## config.mk

```make
export PLATFORM = sky130hd
export DESIGN_NAME = regfile_wb_arbiter_flat
export DESIGN_NICKNAME = d
export VERILOG_FILES = /design/src/rtl/regfile_wb_if.sv /design/src/rtl/regfile_wb_arbiter.sv /design/src/flat_wrapper.sv
export SDC_FILE = /design/constraint.sdc
export NUM_CORES = 1
export LEC_CHECK = 0
export BUFFER_PORTS_ARGS = -buffer_cell sky130_fd_sc_hd__buf_4
export CORE_MARGIN = 5
export CORE_UTILIZATION = 40
export DETAILED_ROUTE_END_ITERATION = 8
export PLACE_DENSITY = 0.81
export SLEW_MARGIN = 20
export SYNTH_ARGS = -nofsm -noshare
export SYNTH_HDL_FRONTEND = slang
export SYNTH_SLANG_ARGS = --single-unit
```

## constraint.sdc

```tcl
create_clock -name clk_i -period 4.84 [get_ports clk_i]
set_input_delay 0.242 -clock clk_i [delete_from_list [all_inputs] [get_ports clk_i]]
set_output_delay 0.242 -clock clk_i [all_outputs]
set_load 0.01 [all_outputs]
```

## src/rtl/regfile_wb_if.sv

```systemverilog
// Write-back / issue / decode bus for the register-file write-port arbiter.
//
// Groups every signal that crosses between the arbiter and the pipeline:
//   ALU requester    : a_valid, a_rd, a_data  -> a_ready
//   Load requester   : m_valid, m_rd, m_data  -> m_ready
//   Issue stage      : issue_valid, issue_rd  -> issue_ready
//   Decode stage     : decode_valid, rs, rt   -> stall
//   Reg-file port    : rd, write_data, reg_write, grant_m
//   Status           : err_underflow
//
// Handshake: a transfer happens in a cycle where valid and ready are both
// high at the rising clock edge. ready is a combinational function of the
// valids and internal state only; a requester must not make valid depend on
// ready, and a requester that is not accepted holds its rd/data stable until
// it is.
//
// Modports: slave = the arbiter, master = the surrounding pipeline.
interface regfile_wb_if #(
  parameter int DATA_WIDTH = 16,
  parameter int ADDR_WIDTH = 2
);
  logic                  a_valid;
  logic [ADDR_WIDTH-1:0] a_rd;
  logic [DATA_WIDTH-1:0] a_data;
  logic                  a_ready;

  logic                  m_valid;
  logic [ADDR_WIDTH-1:0] m_rd;
  logic [DATA_WIDTH-1:0] m_data;
  logic                  m_ready;

  logic                  issue_valid;
  logic [ADDR_WIDTH-1:0] issue_rd;
  logic                  issue_ready;

  logic                  decode_valid;
  logic [ADDR_WIDTH-1:0] rs;
  logic [ADDR_WIDTH-1:0] rt;
  logic                  stall;

  logic [ADDR_WIDTH-1:0] rd;
  logic [DATA_WIDTH-1:0] write_data;
  logic                  reg_write;
  logic                  grant_m;
  logic                  err_underflow;

  modport slave (
    input  a_valid, a_rd, a_data,
    input  m_valid, m_rd, m_data,
    input  issue_valid, issue_rd,
    input  decode_valid, rs, rt,
    output a_ready, m_ready, issue_ready, stall,
    output rd, write_data, reg_write, grant_m, err_underflow
  );

  modport master (
    output a_valid, a_rd, a_data,
    output m_valid, m_rd, m_data,
    output issue_valid, issue_rd,
    output decode_valid, rs, rt,
    input  a_ready, m_ready, issue_ready, stall,
    input  rd, write_data, reg_write, grant_m, err_underflow
  );
endinterface

```

## src/rtl/regfile_wb_arbiter.sv

```systemverilog
// Single-write-port scheduler for the CPU register file.
//
// Round-robin arbitration between the ALU (A) and load (M) write-back
// requesters; the winner's destination/data is registered and drives the
// register-file write port for one cycle. A per-register pending-write
// counter (incremented by the issue stage, decremented when the write port
// commits) produces the read-after-write stall for decode.
//
// Ports:
//   clk_i    : clock, rising edge
//   rst_ni   : asynchronous active-low reset
//   bus      : regfile_wb_if.slave (requesters, issue, decode, write port)
//   dbg_last_grant_m_o : round-robin state, 1 = M won the last grant
module regfile_wb_arbiter #(
  parameter int DATA_WIDTH = 16,
  parameter int ADDR_WIDTH = 2,
  parameter int CNT_WIDTH  = 2
) (
  input  logic         clk_i,
  input  logic         rst_ni,
  regfile_wb_if.slave  bus,
  output logic         dbg_last_grant_m_o
);

  localparam int NUM_REGS = 2 ** ADDR_WIDTH;
  localparam logic [CNT_WIDTH-1:0] CNT_MAX = '1;

  // Round-robin state; reset value M makes A win the first tie.
  logic last_grant_m_q, last_grant_m_d;

  // Registered write port.
  logic                  reg_write_q, reg_write_d;
  logic [ADDR_WIDTH-1:0] rd_q, rd_d;
  logic [DATA_WIDTH-1:0] data_q, data_d;
  logic                  grant_m_q, grant_m_d;

  // Scoreboard.
  logic [CNT_WIDTH-1:0] cnt_q [NUM_REGS];
  logic [CNT_WIDTH-1:0] cnt_d [NUM_REGS];
  logic                 err_q, err_d;
  logic [NUM_REGS-1:0]  inc_vec, dec_vec;

  logic a_ready, m_ready, issue_ready;

  // Arbitration: the write port is never busy, so a lone requester is
  // always granted; on a tie the requester that did not win last goes.
  always_comb begin
    a_ready = bus.a_valid && (!bus.m_valid || last_grant_m_q);
    m_ready = bus.m_valid && (!bus.a_valid || !last_grant_m_q);
  end

  always_comb begin
    last_grant_m_d = last_grant_m_q;
    reg_write_d    = a_ready || m_ready;
    rd_d           = rd_q;
    data_d         = data_q;
    grant_m_d      = grant_m_q;
    if (m_ready) begin
      last_grant_m_d = 1'b1;
      rd_d           = bus.m_rd;
      data_d         = bus.m_data;
      grant_m_d      = 1'b1;
    end else if (a_ready) begin
      last_grant_m_d = 1'b0;
      rd_d           = bus.a_rd;
      data_d         = bus.a_data;
      grant_m_d      = 1'b0;
    end
  end

  // A full counter refuses further issues to that register.
  assign issue_ready = (cnt_q[bus.issue_rd] != CNT_MAX);

  always_comb begin
    for (int r = 0; r < NUM_REGS; r++) begin
      inc_vec[r] = bus.issue_valid && issue_ready && (bus.issue_rd == ADDR_WIDTH'(r));
      dec_vec[r] = reg_write_q && (rd_q == ADDR_WIDTH'(r));
    end
  end

  // The decrement lands on the same edge the register file commits the
  // write, so stall drops exactly when the data is readable.
  always_comb begin
    err_d = err_q;
    for (int r = 0; r < NUM_REGS; r++) begin
      cnt_d[r] = cnt_q[r];
      if (inc_vec[r] && !dec_vec[r]) begin
        cnt_d[r] = cnt_q[r] + CNT_WIDTH'(1);
      end else if (dec_vec[r] && !inc_vec[r]) begin
        if (cnt_q[r] == '0) begin
          err_d = 1'b1;
        end else begin
          cnt_d[r] = cnt_q[r] - CNT_WIDTH'(1);
        end
      end
    end
  end

  always_ff @(posedge clk_i or negedge rst_ni) begin
    if (!rst_ni) begin
      last_grant_m_q <= 1'b1;
      reg_write_q    <= 1'b0;
      rd_q           <= '0;
      data_q         <= '0;
      grant_m_q      <= 1'b0;
      err_q          <= 1'b0;
      for (int r = 0; r < NUM_REGS; r++) begin
        cnt_q[r] <= '0;
      end
    end else begin
      last_grant_m_q <= last_grant_m_d;
      reg_write_q    <= reg_write_d;
      rd_q           <= rd_d;
      data_q         <= data_d;
      grant_m_q      <= grant_m_d;
      err_q          <= err_d;
      for (int r = 0; r < NUM_REGS; r++) begin
        cnt_q[r] <= cnt_d[r];
      end
    end
  end

  assign bus.a_ready       = a_ready;
  assign bus.m_ready       = m_ready;
  assign bus.issue_ready   = issue_ready;
  assign bus.stall         = bus.decode_valid &&
                             ((cnt_q[bus.rs] != '0) || (cnt_q[bus.rt] != '0));
  assign bus.rd            = rd_q;
  assign bus.write_data    = data_q;
  assign bus.reg_write     = reg_write_q;
  assign bus.grant_m       = grant_m_q;
  assign bus.err_underflow = err_q;
  assign dbg_last_grant_m_o = last_grant_m_q;

endmodule

```

## src/flat_wrapper.sv

```systemverilog
// flat-port wrapper written by rule: the top's interface ports become plain ports
module regfile_wb_arbiter_flat 
#(
  parameter int DATA_WIDTH = 16,
  parameter int ADDR_WIDTH = 2,
  parameter int CNT_WIDTH  = 2
)
  (clk_i, rst_ni, dbg_last_grant_m_o, bus_a_valid, bus_a_rd, bus_a_data, bus_m_valid, bus_m_rd, bus_m_data, bus_issue_valid, bus_issue_rd, bus_decode_valid, bus_rs, bus_rt, bus_a_ready, bus_m_ready, bus_issue_ready, bus_stall, bus_rd, bus_write_data, bus_reg_write, bus_grant_m, bus_err_underflow);
  regfile_wb_if #(.DATA_WIDTH(DATA_WIDTH), .ADDR_WIDTH(ADDR_WIDTH)) bus_i ();
  input  logic clk_i;
  input  logic rst_ni;
  output logic dbg_last_grant_m_o;
  input wire logic [$bits(bus_i.a_valid)-1:0] bus_a_valid;
  input wire logic [$bits(bus_i.a_rd)-1:0] bus_a_rd;
  input wire logic [$bits(bus_i.a_data)-1:0] bus_a_data;
  input wire logic [$bits(bus_i.m_valid)-1:0] bus_m_valid;
  input wire logic [$bits(bus_i.m_rd)-1:0] bus_m_rd;
  input wire logic [$bits(bus_i.m_data)-1:0] bus_m_data;
  input wire logic [$bits(bus_i.issue_valid)-1:0] bus_issue_valid;
  input wire logic [$bits(bus_i.issue_rd)-1:0] bus_issue_rd;
  input wire logic [$bits(bus_i.decode_valid)-1:0] bus_decode_valid;
  input wire logic [$bits(bus_i.rs)-1:0] bus_rs;
  input wire logic [$bits(bus_i.rt)-1:0] bus_rt;
  output wire logic [$bits(bus_i.a_ready)-1:0] bus_a_ready;
  output wire logic [$bits(bus_i.m_ready)-1:0] bus_m_ready;
  output wire logic [$bits(bus_i.issue_ready)-1:0] bus_issue_ready;
  output wire logic [$bits(bus_i.stall)-1:0] bus_stall;
  output wire logic [$bits(bus_i.rd)-1:0] bus_rd;
  output wire logic [$bits(bus_i.write_data)-1:0] bus_write_data;
  output wire logic [$bits(bus_i.reg_write)-1:0] bus_reg_write;
  output wire logic [$bits(bus_i.grant_m)-1:0] bus_grant_m;
  output wire logic [$bits(bus_i.err_underflow)-1:0] bus_err_underflow;
  assign bus_i.a_valid = bus_a_valid;
  assign bus_i.a_rd = bus_a_rd;
  assign bus_i.a_data = bus_a_data;
  assign bus_i.m_valid = bus_m_valid;
  assign bus_i.m_rd = bus_m_rd;
  assign bus_i.m_data = bus_m_data;
  assign bus_i.issue_valid = bus_issue_valid;
  assign bus_i.issue_rd = bus_issue_rd;
  assign bus_i.decode_valid = bus_decode_valid;
  assign bus_i.rs = bus_rs;
  assign bus_i.rt = bus_rt;
  assign bus_a_ready = bus_i.a_ready;
  assign bus_m_ready = bus_i.m_ready;
  assign bus_issue_ready = bus_i.issue_ready;
  assign bus_stall = bus_i.stall;
  assign bus_rd = bus_i.rd;
  assign bus_write_data = bus_i.write_data;
  assign bus_reg_write = bus_i.reg_write;
  assign bus_grant_m = bus_i.grant_m;
  assign bus_err_underflow = bus_i.err_underflow;
  regfile_wb_arbiter #(.DATA_WIDTH(DATA_WIDTH), .ADDR_WIDTH(ADDR_WIDTH), .CNT_WIDTH(CNT_WIDTH)) u_core (.clk_i(clk_i), .rst_ni(rst_ni), .bus(bus_i), .dbg_last_grant_m_o(dbg_last_grant_m_o));
endmodule
```

# --- Word-level counts from Yosys, hierarchy flattened ---
# Index checks and enable logic that the tools add are counted.
word_totals:
  word_cells: 126
  output_inout_bits: 26
  romBits: 0
  ramBits: 0
  n_memories: 0
  reg_bits: 30
  latch_bits: 0
  input_bits: 48
op_classes:
  muxes: 39
  n_mul: 0
  n_eq_ne: 11
  bitwise: 3
  magnitude_cmp: 3
  reduce_logical: 52
  shifts: 0
  div: 0
  n_addsub: 8
op_table:
  columns: ["op", "count"]
  rows:
  - ["$mux W2", 20]
  - ["$mux W16", 2]
  - ["$logic_and A1 B1 Y1", 20]
  - ["$mux W1", 14]
  - ["$reduce_bool A2 Y1", 7]
  - ["$bmux W2 S2", 3]
  - ["$logic_not A2 Y1", 6]
  - ["$logic_not A1 Y1", 11]
  - ["$ge A3 B3 Y1 const B", 3]
  - ["$not A2 Y3", 3]
  - ["$add A2 B1 Y2 const B", 4]
  - ["$eq A2 B2 Y1 const B", 4]
  - ["$ne A2 B1 Y1 const B", 4]
  - ["$reduce_and A2 Y1", 4]
  - ["$sub A2 B1 Y2 const B", 4]
  - ["$eq A2 B1 Y1 const B", 2]
  - ["$logic_or A1 B1 Y1", 4]
  - ["$ne A2 B2 Y1 const B", 1]

# --- Longest topological paths before layout ---
logic_depth:
  depth_word: 20
  depth_mapped: 7
  ltp_nobuf: 7

# --- Worst setup path after synthesis ---
# OpenSTA, ideal clock, no wires.
synth_timing:
  path_type: "flip-flop to flip-flop"
  from: "register u_core.rd_q[0], in the netlist u_core.bus.rd[0]"
  to: "register u_core.cnt_q[6] (netlist name)"
  stages_incl_launch_ff: 6
  synth_period_minus_slack_ps: 1657
  path_buffers: 0
  setup_slack_ps: 3183
  t_arrival_ps: 1539
  t_required_ps: 4721
  path_cell_list: "dfrtp_1 -> or3b_2 -> ha_1 -> nor3_1 -> nor3_1 -> a21o_2"
synth_via:
  elab_chain_cells: 6
synth_lines:
  columns: ["item", "line", "rtl"]
  rows:
  - ["start, declared", "regfile_wb_arbiter.sv:33", "logic [ADDR_WIDTH-1:0] rd_q, rd_d;"]
  - ["start signal, assigned", "regfile_wb_arbiter.sv:113", "rd_q <= rd_d;"]
  - ["$logic_not A2 Y1 *", "regfile_wb_arbiter.sv:77", "dec_vec[r] = reg_write_q && (rd_q == ADDR_WIDTH'(r));"]
  - ["$logic_and A1 B1 Y1 *", "regfile_wb_arbiter.sv:77", null]
  - ["$logic_not A1 Y1", "regfile_wb_arbiter.sv:87", "if (inc_vec[r] && !dec_vec[r]) begin"]
  - ["$logic_and A1 B1 Y1", "regfile_wb_arbiter.sv:87", null]
  - ["$ne A2 B1 Y1 (no line) or $reduce_bool A2 Y1 (tied branches)", null, null]
  - ["$reduce_and A2 Y1 (no line)", null, null]
  - ["end signal, assigned by index", "regfile_wb_arbiter.sv:118", "cnt_q[r] <= cnt_d[r];"]
  - ["end, declared", "regfile_wb_arbiter.sv:38", "logic [CNT_WIDTH-1:0] cnt_q [NUM_REGS];"]
# Mark *: on every way between the ends. The rest lies on a longest branch, timed or not.
# A chain may end at the register's enable or synchronous reset.

# --- Worst setup path in the final report ---
layout_timing:
  from: "register u_core.last_grant_m_q, in the netlist u_core.dbg_last_grant_m_o"
  to: "output bus_a_ready"
layout_via:
  elab_chain_cells: 2
layout_lines:
  columns: ["item", "line", "rtl"]
  rows:
  - ["start, declared", "regfile_wb_arbiter.sv:29", "logic last_grant_m_q, last_grant_m_d;"]
  - ["start signal, assigned", "regfile_wb_arbiter.sv:111", "last_grant_m_q <= last_grant_m_d;"]
  - ["$logic_or A1 B1 Y1", "regfile_wb_arbiter.sv:48", "a_ready = bus.a_valid && (!bus.m_valid || last_grant_m_q);"]
  - ["$logic_and A1 B1 Y1", "regfile_wb_arbiter.sv:48", null]
  - ["end, declared", "flat_wrapper.sv:24", "output wire logic [$bits(bus_i.a_ready)-1:0] bus_a_ready;"]
# Every way passes these cells.

==> impl_metrics.py <==
metrics = {
    "status": {
        "outcome": "finished clean",
    },
    "worst_hold_path": {
        "hold_class": "in -> reg",
    },
    "job": {
        "maxCapViolations": 0,
    },
    "sta": {
        "fin_worst_skew_ns": 0.00268,
        "period_share_pct": 40.9,
        "timing.setup.tns_ns": 0,
        "setup_viol": 0,
        "relSlewSlack_pct": 54.4,
        "fin_crit_ns": 1.98,
        "tightest_slew_ns": 0.682,
        "worst_slack_ns": 2.86,
        "slew_violations": 0,
        "finalHoldViolations": 0,
        "fmax_mhz": 506,
        "rsz0062_at_grt": "false",
    },
    "clocking": {
        "numCtsBuffers": 5,
        "htree_levels": 2,
        "cts-root-buf": "clkbuf_8",
        "postCtsSetupBuffers": 0,
        "cts_tree": "yes",
        "worstSkewPairLatency_ns": 0.28,
        "clk_path_buf_depth": 2,
        "clkTransAtPathRegs_ns": 0.06,
        "cts_sinks": 30,
    },
    "drt": {
        "routedWlPerCell_microns": 15.1,
        "vias": 1626,
        "drt_iter0_drc": 46,
        "drc": 0,
        "dr.pass1.iters": 4,
        "via_per_inst": 5.37,
        "drt-total-wl_microns": 4590,
        "antenna_left": 0,
    },
    "synthesis": {
        "ys.flop_type": "dfrtp_1",
        "synth_area_leaders": "dfrtp_1 41%, o221a_1 5.7%, o221a_2 5.7%",
        "ys_types": 39,
        "synthCells": 177,
        "yosys_warnings": 0,
        "yosys.area.top_type": "dfrtp_1",
        "ys_ff_latch": 30,
        "synth-async-reset-ratio_pct": 100,
        "yosysMostFrequentCell": "dfrtp_1",
        "avgSynthCellArea_sq_um": 10.1,
        "syn_area_sq_mm": 0.00178,
        "seq_area_frac_synth_pct": 42.3,
        "synth-edff-count": 0,
        "netlist.area_leader.share_pct": 40.8,
        "synth_top_family_by_area": "simple AND/OR/NAND/NOR gates",
        "synth_compound_area_share_pct": 19.3,
        "ys_top_cells_by_count": "29 x dfrtp_1, 15 x inv_1, 15 x nand2_1",
        "synthMuxAreaShare_pct": 4.36,
        "synth_simple_gate_area_share_pct": 22.2,
        "synthAdderAreaFrac_pct": 5.63,
        "synth_nets": 233,
        "synth_xor_area_share_pct": 0.492,
    },
    "worst_setup_path": {
        "path_cells": "nand2b_1 > nand2_1 > inv_1 > buf_4",
        "worstPathArrival_ns": 1.74,
        "critPathKind": "reg -> out",
        "cpMaxStageDelayCell": "dfstp_2",
        "critical-path-max-stage-delay_ns": 0.61,
        "critPathBufInv": 2,
        "critPathCaptureType": "primary output",
        "cp_max_fo": 20,
        "worstPathRequired_ns": 4.60,
        "critPathTopFamily": "flip-flops",
        "startpoint_type": "flop",
    },
    "pwr": {
        "power_density_mw_per_mm2": 325,
        "peakVddDrop_mv": 0.171,
        "p_leak_uw": 0.00116,
        "p_total_uw": 803,
    },
    "grt": {
        "grt_use_total_pct": 15.7,
        "antenna_found_initial": 0,
        "grt_max_degree": 31,
        "grt_pass1_vias": 1657,
        "grt_pass1_wl_microns": 7600,
        "grt_remaining_overflow": 0,
    },
    "die": {
        "initial_core_util_pct": 41.1,
        "fp.dieW_microns": 76.7,
        "ios": 74,
        "rows": 24,
        "dieArea_sq_mm": 0.00588,
        "die_y_microns": 76.7,
        "core_sq_mm": 0.00432,
    },
    "cells_and_area": {
        "register_area_sq_um": 752,
        "final_nets": 306,
        "finalNonFillerCells": 303,
        "areaGrowthSynthToFinish_pct": 38.7,
        "fillers": 406,
        "n_antenna_cell": 0,
        "drive_gt1_share_pct": 41.0,
        "multi_input_area_sq_um": 926,
    },
    "placement": {
        "hpwl_microns": 3460,
        "gp_congestion": 0.742,
        "place_worst_setup_slack_ns": 3.08,
        "port-buffer-count": 73,
        "dpl.cell_count": 294,
    },
}
where the power goes:
group          total (uW)  switching, uW  leakage [uW]  internal, uW
Sequential            329           39.4      0.000352           290
Clock                 237           93.8     0.0000575           143
Combinational         237            107      0.000755           130
Total                 803            240       0.00116           563
cells in the final DEF, fill, tap and decap left out, types with 2 or more instances in the layout:
cell      netlist  final
o21ai_0         7      7
o221a_1         9      9
o22ai_1         2      2
ha_1            8      8
nor2_1          9      9
a21o_1          5      5
nand3_1         3      3
nor2b_1         3      3
o221a_2         9      9
or2_2           4      4
mux4_2          3      3
or3_1          13     13
nor3b_1         4      4
nand3b_1        2      2
a21oi_1         3      3
or2_1           4      4
buf_4           1     73
dfrtp_1        29     29
nand2_1        15     15
clkbuf_8        0      8
inv_1          15     15
nand2b_1        6      6
nor3_1          3      3
per-stage QoR:
step           utilization (%)  hold slack (ns)  area, sq um
3_3_place_gp              54.3            0.194         2350
6_report                  57.1            0.224         2470
5_1_grt                   57.1            0.226         2470
2_1_floorplan                -          -0.0536         1780
3_5_place_dp              54.3            0.202         2350
4_1_cts                   57.1            0.218         2470
cell families (layout without fill, tap and decap cells):
family | count (synthesis) | after routing
adder cells (fa/ha/maj) | 8 | 8
multiplexers | 4 | 4
flip-flops | 30 | 30
buffers and inverters | 23 | 97
XOR/XNOR | 1 | 1
AO/OA/AOI/OAI | 40 | 40
AND/OR/NAND/NOR | 71 | 71
layout make-up:
cell class	instances	area share (%)
Inverter	15	2.28
Clock buffer	8	4.46
Timing Repair Buffer	74	22.6
Sequential cell	30	30.5
Multi-Input combinational cell	124	37.5
Tap cell	52	2.64
layer usage:
metal / up-vias / global-route usage, % / routed length (microns)
met3: 5 / 6.67 / 496
li1: 781 / - / -
met2: 79 / 23.9 / 2090
met5: - / 0 / 0
met4: 0 / 6.29 / 60
met1: 761 / 19.5 / 1930
registers in the layout, summed over array words and instances, names as in the netlist:
signal	count
u_core.dbg_last_grant_m_o	1
u_core.bus.grant_m	1
u_core.cnt_q	8
u_core.bus.rd	2
u_core.bus.reg_write	1
u_core.bus.err_underflow	1
u_core.bus.write_data	16
repair_timing:
| action | 4_1_cts | 5_1_grt |
|---|---|---|
| gates resized for setup | 0 | 0 |
| hold buffers | 1 | 0 |
| hold endpoints to repair | 29 | 0 |
worst paths after layout:
kind                                                       start                                    end  slack (ns)  cells after the start
hold / removal                                     bus_a_data[8]   u_core.bus.write_data[8]$_DFFE_PN0P_        0.22                      2
setup / recovery           u_core.dbg_last_grant_m_o$_DFFE_PN1P_                            bus_a_ready        2.86                      4
max in group asynchronous                                 rst_ni  u_core.dbg_last_grant_m_o$_DFFE_PN1P_        4.09                      2
setup reg to reg                    u_core.bus.rd[0]$_DFFE_PN0P_            u_core.cnt_q[6]$_DFFE_PN0P_        3.08                      5
hold reg to reg                   u_core.bus.grant_m$_DFFE_PN0P_         u_core.bus.grant_m$_DFFE_PN0P_        0.49                      1
min in group asynchronous                                 rst_ni            u_core.cnt_q[4]$_DFFE_PN0P_        0.42                      2
Note: power is estimated with default switching activity, not from simulation.
